===== src/rtl/scope_trigger.sv =====
// Logic-analyser style trigger: decimates the sample stream, waits for a trigger,
// then streams post-trigger samples to a capture buffer and freezes it.
module scope_trigger #(
    parameter int N     = 8,
    parameter int NDIV  = 8,
    parameter int NPOST = 8
) (
    input  logic             clk,
    input  logic             reset,
    input  logic [N-1:0]     din,
    input  logic             din_valid,
    input  logic             arm,
    input  logic [N-1:0]     trig_mask,
    input  logic [N-1:0]     trig_value,
    input  logic             trig_edge,
    input  logic             trig_force,
    input  logic [NDIV-1:0]  decim,
    input  logic [NPOST-1:0] post_count,
    output logic [N-1:0]     dout,
    output logic             dout_latch,
    output logic             freeze,
    output logic             armed,
    output logic             triggered,
    output logic             done
);

    typedef enum logic [1:0] {
        IDLE,
        ARMED,
        POST,
        DONE
    } state_t;

    state_t           state_q;
    logic [NDIV-1:0]  dcnt_q;
    logic [NDIV-1:0]  dcnt_d;
    logic [NPOST-1:0] pcnt_q;
    logic             prev_q;
    logic [N-1:0]     dout_q;
    logic             latch_q;
    logic             freeze_q;
    logic             keep;
    logic             match;
    logic             fire;

    assign keep   = din_valid && (dcnt_q == '0);
    assign dcnt_d = (dcnt_q >= decim) ? '0 : dcnt_q + NDIV'(1);
    assign match  = ((din & trig_mask) == (trig_value & trig_mask));
    // Edge mode fires only on a match that follows a kept non-matching sample.
    assign fire   = trig_force | (match & (~trig_edge | ~prev_q));

    always_ff @(posedge clk or posedge reset) begin
        if (reset) begin
            state_q  <= IDLE;
            dcnt_q   <= '0;
            pcnt_q   <= '0;
            prev_q   <= 1'b1;
            dout_q   <= '0;
            latch_q  <= 1'b0;
            freeze_q <= 1'b0;
        end else begin
            latch_q  <= 1'b0;
            freeze_q <= 1'b0;
            if (arm) begin
                state_q <= ARMED;
                dcnt_q  <= '0;
                prev_q  <= 1'b1;
            end else if (din_valid) begin
                dcnt_q <= dcnt_d;
                if (keep) begin
                    unique case (state_q)
                        ARMED: begin
                            dout_q  <= din;
                            latch_q <= 1'b1;
                            prev_q  <= match;
                            if (fire) begin
                                pcnt_q <= post_count;
                                if (post_count == '0) begin
                                    freeze_q <= 1'b1;
                                    state_q  <= DONE;
                                end else begin
                                    state_q <= POST;
                                end
                            end
                        end
                        POST: begin
                            dout_q  <= din;
                            latch_q <= 1'b1;
                            pcnt_q  <= pcnt_q - NPOST'(1);
                            if (pcnt_q == NPOST'(1)) begin
                                freeze_q <= 1'b1;
                                state_q  <= DONE;
                            end
                        end
                        default: ;
                    endcase
                end
            end
        end
    end

    assign dout       = dout_q;
    assign dout_latch = latch_q;
    assign freeze     = freeze_q;
    assign armed      = (state_q == ARMED);
    assign triggered  = (state_q == POST);
    assign done       = (state_q == DONE);

endmodule


===== config.mk =====
export PLATFORM = sky130hd
export DESIGN_NAME = scope_trigger
export DESIGN_NICKNAME = d
export VERILOG_FILES = /design/src/rtl/scope_trigger.sv
export SDC_FILE = /design/constraint.sdc
export NUM_CORES = 1
export LEC_CHECK = 0
export BUFFER_PORTS_ARGS = -buffer_cell sky130_fd_sc_hd__buf_2
export CAP_MARGIN = 20
export CELL_PAD_IN_SITES_DETAIL_PLACEMENT = 1
export CELL_PAD_IN_SITES_GLOBAL_PLACEMENT = 1
export CORE_UTILIZATION = 28
export CTS_BUF_LIST = sky130_fd_sc_hd__clkbuf_16
export CTS_CLUSTER_DIAMETER = 40
export CTS_CLUSTER_SIZE = 25
export DETAILED_ROUTE_END_ITERATION = 8
export GPL_ROUTABILITY_DRIVEN = 1
export PLACE_DENSITY_LB_ADDON = 0.12
export SLEW_MARGIN = 20
export SYNTH_ARGS = -nofsm -noshare
export SYNTH_HDL_FRONTEND = slang
export SYNTH_SLANG_ARGS = --single-unit
export TNS_END_PERCENT = 20

===== constraint.sdc =====
create_clock -name clk -period 2.2 [get_ports clk]
set_clock_uncertainty 0.05 [all_clocks]
set_input_delay 0 -clock clk [delete_from_list [all_inputs] [get_ports clk]]
set_output_delay 0 -clock clk [all_outputs]
set_load 0.01 [all_outputs]

==> results.py, run 1 <==
metrics = {
    "run_status": {
        "outcome": "finished with violations",
        "failed_checks": "DRC",
    },
    "finish": {
        "nets": 358,
        "syn2layout_area_growth_pct": 36.0,
        "final_common_cell": "buf_2",
        "design_area_mm2": 0.00259,
        "antennaDiodeCount": 0,
        "layout-drive-gt1-share_pct": 29.9,
        "final_cell_mix": "buf_2, nand2_1, dfrtp_1, inv_1, nor2_1",
        "fin_cells": 375,
    },
    "drt": {
        "drt-total-wl_um": 5240,
        "dr.first_iter.drc_count": 50,
        "ant_nets": 0,
        "viasPerCell": 4.81,
        "drc": 6,
        "drt_pass1_iterations": 6,
        "vias": 1805,
        "wl_per_cell_um": 14.0,
    },
    "critical_path": {
        "worstPathMaxFanout": 14,
        "path_cells": "nor4_2, nand4_1, or3_4, a21o_4, o21ai_0, a211oi_2",
        "crit_path_start_kind": "flip-flop",
        "required_ns": 2.30,
        "crit_type": "reg -> reg",
        "crit_slowest_cell": "dfrtp_1",
        "slowest_delay_ns": 0.44,
        "critPathCaptureType": "flip-flop",
        "cp.arrival_ns": 2.13,
    },
    "synthesis": {
        "synth_seq_area_share_pct": 38.1,
        "synth_area_per_cell_um2": 8.83,
        "synth-edff-count": 0,
        "syn_inst": 216,
        "synth_cell_types": 44,
        "synth_top_flop_cell": "dfrtp_1",
        "synth_fp_nets": 277,
        "synth-async-reset-ratio_pct": 100,
        "ys_warn_count": 0,
        "ys_ff_latch": 29,
        "synth_area_mm2": 0.00191,
    },
    "die": {
        "rows": 29,
        "initial_core_util_pct": 29.5,
        "die_y_um": 84.6,
        "core_area_mm2": 0.00646,
        "num_io_pins": 59,
        "die_x_um": 84.6,
        "dieArea_mm2": 0.00715,
    },
    "sta": {
        "rsz0062_at_grt": "false",
        "period_minus_slack_ns": 2.02,
        "finalSetupViolCount": 0,
        "min_period_over_period_pct": 92.0,
        "tns_ns": 0,
        "fmax_mhz": 494,
        "hold_viol_final": 0,
        "slew_headroom_pct": 58.8,
        "slew_viol_final": 0,
        "worst_pin_slew_ns": 0.615,
    },
    "grt": {
        "gr-total-overflow": 0,
        "grt_max_degree": 30,
        "grt_pass1_vias": 1965,
        "gr-usage-all-layers_pct": 16.5,
        "grt_pass1_wl_um": 9010,
        "antenna_found_initial": 0,
    },
    "clocking": {
        "cts_setup_buffers": 0,
        "numCtsBuffers": 5,
        "worstSkewPairLatency_ns": 0.28,
        "ctsLongestPathBuffers": 2,
        "h-tree-depth": 2,
        "clock-sinks": 29,
        "clk_pin_slew_ns": 0.05,
        "cts_tree": "built",
        "clock_tree.root_cell": "clkbuf_16",
    },
    "placed_design": {
        "io_buffers": 58,
        "place_congestion": 0.726,
        "postPlaceCellArea_mm2": 0.00232,
        "place_hpwl_um": 3870,
        "placed_cells": 354,
    },
    "pwr": {
        "max-vdd-ir-drop_mv": 0.294,
        "p_leak_nw": 1.34,
        "p_per_area_mw_per_mm2": 797,
    },
    "hold_path": {
        "hold_path_class": "in -> reg",
    },
    "flow_run": {
        "drv_cap": 0,
    },
}
[what timing repair did]
action,CTS,global route
gates resized for setup,0,1
hold endpoints to repair,42,0
hold buffers,13,0
setup endpoints to repair,0,3
[layer usage]
layer | global-route usage [%] | vias up | share of wire (%)
li1 | - | 902 | -
met2 | 27.5 | 37 | 47
met3 | 3.64 | 8 | 3.9
met5 | 0 | - | 0
met4 | 8.32 | 0 | 2.4
met1 | 20.2 | 858 | 47
[path summary, 6_finish.rpt]
| kind | startpoint | to | slack, ns | depth (start not counted) |
|---|---|---|---|---|
| max | dcnt_q[2] | pcnt_q[4] | 0.18 | 6 |
| min | post_count[3] | pcnt_q[3] | 0.03 | 3 |
| max reg2reg | dcnt_q[2] | pcnt_q[4] | 0.18 | 6 |
| min reg2reg | dout[6] | dout[6] | 0.42 | 2 |
| max in group asynchronous | reset | prev_q | 1.48 | 4 |
| min in group asynchronous | reset | dout[2] | 0.30 | 4 |
[logic make-up (layout without fill, tap and decap cells)]
kind of cell | after synthesis | after routing | synth area share [%]
mux | 7 | 7 | 3.74
buf+inv | 23 | 105 | 4.98
flops | 29 | 29 | 38.1
compound gates | 42 | 42 | 15.9
simple gates | 91 | 91 | 23.3
xor+xnor | 9 | 9 | 4.13
fa+ha+maj | 15 | 15 | 9.84
[critical path: cells and delay by family (launching register included)]
family	cells	cell delay, ns
AND/OR/NAND/NOR	3	0.81
flip-flops	1	0.44
AO/OA/AOI/OAI	3	0.60
[cell type report]
cell class	instances	area [µm²]
Clock buffer	5	125
Inverter	19	71.3
Sequential cell	29	727
Clock inverter	3	12.5
Fill cell	788	3860
Timing Repair Buffer	78	473
Tap cell	77	96.3
Multi-Input combinational cell	164	1090
[Yosys cell counts, drive strengths merged (3+ instances only)]
library cell   n  area share (%)
o21ai          8             2.3
nor3           8             3.1
inv           19             3.7
nand3          5             1.3
a22o           3             1.4
ha            15             9.8
mux2i          6             3.1
nor4           4             1.6
nor2          16             3.1
xor2           9             4.1
a21oi         12             3.9
a211oi         5             2.2
or2            6             2.0
a22oi          4             1.6
dfrtp         28              37
nand2b         3            0.98
nand2         41             8.1
nand4          3            0.98
a21o           4             2.0
[power by group]
group | switching, mW | internal [mW]
Sequential | 0.126 | 0.672
Combinational | 0.323 | 0.284
Clock | 0.253 | 0.409
[per-stage QoR]
stage	hold WS [ns]	setup slack [ns]	util (%)	power (mW)
2_1_floorplan	0.0131	0.208	-	1.18
3_3_place_gp	0.0596	0.185	36.0	1.40
3_5_place_dp	0.0664	0.167	36.0	1.41
4_1_cts	0.0275	0.157	40.1	2.09
5_1_grt	0.0482	0.0354	40.2	2.22
6_report	0.0328	0.175	40.2	2.07
[flip-flops by register name, indices dropped and copies added, names as in the netlist]
name	cells
dcnt_q	8
dout	8
dout_latch	1
freeze	1
pcnt_q	8
prev_q	1
state_q	2
(Power assumes the default switching activity.)
==> run 2: changes to the inputs <==
--- a/config.mk
+++ b/config.mk
@@ -9,13 +9,13 @@
 export CAP_MARGIN = 20
 export CELL_PAD_IN_SITES_DETAIL_PLACEMENT = 1
 export CELL_PAD_IN_SITES_GLOBAL_PLACEMENT = 1
-export CORE_UTILIZATION = 28
+export CORE_UTILIZATION = 37
 export CTS_BUF_LIST = sky130_fd_sc_hd__clkbuf_16
 export CTS_CLUSTER_DIAMETER = 40
 export CTS_CLUSTER_SIZE = 25
 export DETAILED_ROUTE_END_ITERATION = 8
 export GPL_ROUTABILITY_DRIVEN = 1
-export PLACE_DENSITY_LB_ADDON = 0.12
+export PLACE_DENSITY_LB_ADDON = 0.15
 export SLEW_MARGIN = 20
 export SYNTH_ARGS = -nofsm -noshare
 export SYNTH_HDL_FRONTEND = slang
==> run 2 against run 1 <==
Effect of this change:
- the flow finishes with violations (hold timing)
- fmax shrank 4.0%
- count of clock-buffer cells in the layout did not move
- sequential share of layout area up 0.30 points
- non-clock buffer count shrank 1
- total power fell by 1.0%
- largest power group unchanged
- hold slack worse by 0.036 ns
- register-to-register slack got worse by 0.08 ns
- critical path depth stayed put
==> results.py, run 2 (same netlist as run 1, synthesis figures left out) <==
metrics = {
    "critical_path": {
        "worstPathMaxFanout": 14,
        "path_cells": "nor4_2, nand4_1, or3_4, a21o_4, o21ai_0, a211oi_2",
        "crit_path_start_kind": "flip-flop",
        "slowest_delay_ns": 0.46,
        "critPathCaptureType": "flip-flop",
        "required_ns": 2.30,
        "rr_startpoint": "dcnt_q[2]",
        "crit_type": "reg -> reg",
        "crit_start": "dcnt_q[2]",
        "crit_slowest_cell": "dfrtp_1",
        "cp.arrival_ns": 2.21,
    },
    "grt": {
        "grt_pass1_vias": 1772,
        "gr-usage-all-layers_pct": 20.5,
        "antenna_found_initial": 0,
        "grt_max_degree": 30,
        "gr-total-overflow": 0,
        "grt_pass1_wl_um": 8360,
    },
    "finish": {
        "fin_cells": 364,
        "nets": 357,
        "final_cell_mix": "buf_2, nand2_1, dfrtp_1, inv_1, nor2_1",
        "antennaDiodeCount": 0,
        "final_common_cell": "buf_2",
        "syn2layout_area_growth_pct": 35.0,
        "fillers": 597,
        "layout-drive-gt1-share_pct": 30.6,
        "design_area_mm2": 0.00258,
    },
    "sta": {
        "worst_pin_slew_ns": 0.577,
        "fmax_mhz": 474,
        "period_minus_slack_ns": 2.11,
        "slew_viol_final": 0,
        "slew_headroom_pct": 61.4,
        "fin_ws_ns": 0.0917,
        "min_period_over_period_pct": 95.8,
        "tns_ns": 0,
        "hold_viol_final": 1,
        "finalSetupViolCount": 0,
        "fin_hold_ws_ns": -0.00309,
    },
    "die": {
        "rows": 25,
        "num_io_pins": 59,
        "dieArea_mm2": 0.00545,
        "initial_core_util_pct": 39.4,
        "die_y_um": 73.8,
        "core_area_mm2": 0.00485,
        "die_x_um": 73.8,
    },
    "hold_path": {
        "hold_path_class": "in -> reg",
        "worstHoldStart": "post_count[0]",
    },
    "drt": {
        "drc": 0,
        "ant_nets": 0,
        "viasPerCell": 4.93,
        "drt-total-wl_um": 5260,
        "drt_pass1_iterations": 4,
        "dr.first_iter.drc_count": 39,
        "wl_per_cell_um": 14.5,
        "vias": 1795,
    },
    "placed_design": {
        "placed_cells": 342,
        "io_buffers": 58,
        "postPlaceCellArea_mm2": 0.00230,
        "place_hpwl_um": 3860,
        "post-place-ws_ns": 0.0989,
        "place_congestion": 0.801,
    },
    "pwr": {
        "p_leak_nw": 1.34,
        "power_frac_clock_pct": 30.8,
        "internal-power_mw": 1.36,
        "switching_share_pct": 33.4,
        "max-vdd-ir-drop_mv": 0.414,
        "p_per_area_mw_per_mm2": 794,
        "power_frac_seq_pct": 39.2,
        "p_switching_mw": 0.682,
        "pwr-share-comb_pct": 30.0,
    },
    "clocking": {
        "clock-sinks": 29,
        "ctsLongestPathBuffers": 2,
        "clk_pin_slew_ns": 0.05,
        "clock_tree.root_cell": "clkbuf_16",
        "h-tree-depth": 2,
        "numCtsBuffers": 5,
        "cts_tree": "built",
        "worstSkewPairLatency_ns": 0.27,
    },
    "flow_run": {
        "drv_cap": 0,
    },
    "run_status": {
        "outcome": "finished with violations",
        "failed_checks": "hold timing",
    },
}
run 2: critical path, delay by kind of cell, from the launching register on:
family,cells,cell delay (ns)
flip-flops,1,0.46
AND/OR/NAND/NOR,3,0.88
AO/OA/AOI/OAI,3,0.60
run 2: cell type report:
cell class / count / area [µm²] / area share, %
flip-flops and latches: 29 / 729 / 28.3
inverters: 19 / 71.3 / 2.77
repair buffers: 77 / 458 / 17.8
well taps: 67 / 83.8 / 3.25
clock inverters: 3 / 11.3 / 0.437
multi-input cells: 164 / 1100 / 42.6
clock buffers: 5 / 125 / 4.86
run 2: worst paths after layout:
| path | to | slack [ns] | cells past startpoint |
|---|---|---|---|
| worst max-delay path | pcnt_q[4] | 0.09 | 6 |
| worst min-delay path | pcnt_q[0] | -0.003 | 3 |
| worst max register to register | pcnt_q[4] | 0.09 | 6 |
| worst min register to register | dout[2] | 0.43 | 2 |
| max in group asynchronous | prev_q | 1.48 | 4 |
| min in group asynchronous | dout[3] | 0.31 | 4 |
run 2: power by group through the flow:
stage / sequential, mW / clock [mW] / combinational, mW
after detailed placement: 0.809 / 0 / 0.596
after global routing: 0.828 / 0.673 / 0.699
after global placement: 0.799 / 0 / 0.578
final: 0.803 / 0.630 / 0.613
after floorplan: 0.803 / 0 / 0.374
after CTS: 0.802 / 0.647 / 0.612
run 2: timing repair:
item / 4_1_cts / 5_1_grt
setup buffers: 0 / 2
endpoints found under the hold margin: 40 / 0
gates resized for setup: 0 / 5
hold buffers: 11 / 0
setup endpoints to repair: 0 / 7
run 2: per-layer routing:
layer / track usage (%) / up-vias / wire length, µm
met2: 35.1 / 22 / 2710
met5: 0 / - / 0
li1: - / 900 / -
met4: 7.69 / 0 / 74
met1: 25.4 / 865 / 2350
met3: 4.25 / 8 / 121
run 2: per-stage QoR:
stage / util (%) / power, mW / hold WS, ns
2_1_floorplan: - / 1.18 / 0.0131
3_3_place_gp: 47.4 / 1.38 / 0.0431
3_5_place_dp: 47.4 / 1.40 / 0.0504
4_1_cts: 52.4 / 2.06 / 0.00448
5_1_grt: 53.1 / 2.20 / 0.0106
6_report: 53.1 / 2.05 / -0.00309
==> run 3: changes to the inputs <==
--- a/config.mk
+++ b/config.mk
@@ -15,6 +15,7 @@
 export CTS_CLUSTER_SIZE = 25
 export DETAILED_ROUTE_END_ITERATION = 8
 export GPL_ROUTABILITY_DRIVEN = 1
+export MAX_ROUTING_LAYER = met4
 export PLACE_DENSITY_LB_ADDON = 0.15
 export SLEW_MARGIN = 20
 export SYNTH_ARGS = -nofsm -noshare
==> run 3 against run 2 <==
Effect of this change:
- first-iteration DRC count is the same
- global-route usage grew 0.61 points
- fmax is essentially flat
- the flow still finishes with violations (hold timing)
- via count grew 0.11%
- sequential cell count is the same
- sequential share of layout area is the same
==> results.py, run 3 (same netlist as run 1, synthesis figures left out) <==
metrics = {
    "placed_design": {
        "post-place-ws_ns": 0.0989,
        "placed_cells": 342,
        "place_hpwl_um": 3860,
        "io_buffers": 58,
        "place_congestion": 0.812,
        "postPlaceCellArea_mm2": 0.00230,
    },
    "run_status": {
        "outcome": "finished with violations",
        "failed_checks": "hold timing",
    },
    "sta": {
        "fmax_mhz": 474,
        "fin_ws_ns": 0.0900,
        "finalSetupViolCount": 0,
        "slew_viol_final": 0,
        "period_minus_slack_ns": 2.11,
        "worst_pin_slew_ns": 0.576,
        "hold_viol_final": 1,
        "fin_hold_ws_ns": -0.00311,
        "min_period_over_period_pct": 95.9,
        "slew_headroom_pct": 61.5,
    },
    "drt": {
        "drt-total-wl_um": 5260,
        "wl_per_cell_um": 14.5,
        "ant_nets": 0,
        "drc": 0,
        "dr.first_iter.drc_count": 39,
        "viasPerCell": 4.94,
        "vias": 1797,
        "drt_pass1_iterations": 4,
    },
    "pwr": {
        "power_frac_seq_pct": 39.2,
        "p_leak_nw": 1.34,
        "power_frac_clock_pct": 30.8,
        "p_per_area_mw_per_mm2": 794,
        "pwr-share-comb_pct": 30.0,
        "max-vdd-ir-drop_mv": 0.415,
        "internal-power_mw": 1.36,
        "switching_share_pct": 33.3,
        "p_switching_mw": 0.682,
    },
    "critical_path": {
        "r2r_slack_ns": 0.09,
        "crit_path_start_kind": "flip-flop",
        "rr_endpoint": "pcnt_q[4]",
        "crit_type": "reg -> reg",
        "rr_startpoint": "dcnt_q[2]",
        "worstPathMaxFanout": 14,
        "cp.arrival_ns": 2.21,
        "required_ns": 2.30,
        "r2r_cells": 6,
        "critPathCaptureType": "flip-flop",
    },
    "finish": {
        "final_util_pct": 53.1,
        "final_cell_mix": "buf_2, nand2_1, dfrtp_1, inv_1, nor2_1",
        "area.sequential_um2": 729,
        "final_common_cell": "buf_2",
        "syn2layout_area_growth_pct": 35.0,
        "fillers": 597,
        "fin_cells": 364,
        "layout-drive-gt1-share_pct": 30.6,
        "nets": 357,
        "design_area_mm2": 0.00258,
        "multiInputGateArea_mm2": 0.00110,
        "antennaDiodeCount": 0,
    },
    "clocking": {
        "clock_tree.root_cell": "clkbuf_16",
        "clock-sinks": 29,
        "ctsLongestPathBuffers": 2,
        "clk_pin_slew_ns": 0.05,
        "h-tree-depth": 2,
        "numCtsBuffers": 5,
        "worstSkewPairLatency_ns": 0.27,
        "cts_tree": "built",
    },
    "die": {
        "rows": 25,
        "initial_core_util_pct": 39.4,
        "die_y_um": 73.8,
        "die_x_um": 73.8,
        "core_area_mm2": 0.00485,
        "dieArea_mm2": 0.00545,
        "num_io_pins": 59,
    },
    "grt": {
        "grt_pass1_wl_um": 8360,
        "gr-total-overflow": 0,
        "grt_max_degree": 30,
        "grt_pass1_vias": 1772,
        "gr-usage-all-layers_pct": 21.2,
        "antenna_found_initial": 0,
    },
    "hold_path": {
        "worstHoldStart": "post_count[0]",
        "hold_path_class": "in -> reg",
        "hold_depth": 3,
        "min_to": "pcnt_q[0]",
    },
    "flow_run": {
        "drv_cap": 0,
    },
}
==> run 3: cell type report <==
type,count,area share [%]
Multi-Input combinational cell,164,42.6
Timing Repair Buffer,77,17.8
Inverter,19,2.77
Tap cell,67,3.25
Sequential cell,29,28.3
Clock buffer,5,4.86
Clock inverter,3,0.437
==> run 3: how the worst max path moves through the flow <==
stage | start | to | slack, ns | cells past startpoint
floorplan | state_q[0] | state_q[0] | 0.21 | 9
global placement | dcnt_q[2] | pcnt_q[4] | 0.12 | 6
detailed placement | dcnt_q[2] | pcnt_q[4] | 0.1 | 6
CTS | dcnt_q[2] | pcnt_q[4] | 0.09 | 6
global route | dcnt_q[2] | pcnt_q[6] | -0.02 | 6
finish | dcnt_q[2] | pcnt_q[4] | 0.09 | 6
==> run 3: metal layers <==
metal	vias to the layer above	wire length (µm)	global-route usage, %	share of wire [%]
met1	867	2360	25.5	45
li1	900	-	-	-
met5	-	0	-	0
met2	22	2710	35.1	52
met3	8	110	4.12	2.1
met4	0	74	7.69	1.4
==> run 3: power groups by stage <==
stage          registers (mW)  logic [mW]  clock network, mW
2_1_floorplan           0.803       0.374                  0
3_3_place_gp            0.799       0.578                  0
3_5_place_dp            0.809       0.596                  0
4_1_cts                 0.802       0.612              0.647
5_1_grt                 0.828       0.699              0.673
6_report                0.803       0.613              0.630
==> run 3: critical path: stages (launching register included) <==
cell      delay (ns)
dfrtp_1         0.46
nor4_2          0.27
nand4_1         0.19
or3_4           0.42
a21o_4          0.27
o21ai_0         0.23
a211oi_2        0.10
==> run 3: repair_timing <==
item | CTS | global route
endpoints found under the hold margin | 40 | 0
hold buffers | 11 | 0
endpoints found under the setup margin | 0 | 7
setup buffers | 0 | 2
gates resized for setup | 0 | 5
==> run 3: metrics by stage <==
step | power, mW | TNS, ns
global placement | 1.38 | 0
finish | 2.05 | 0
detailed placement | 1.40 | 0
floorplan | 1.18 | 0
CTS | 2.06 | 0
global route | 2.20 | -0.0428
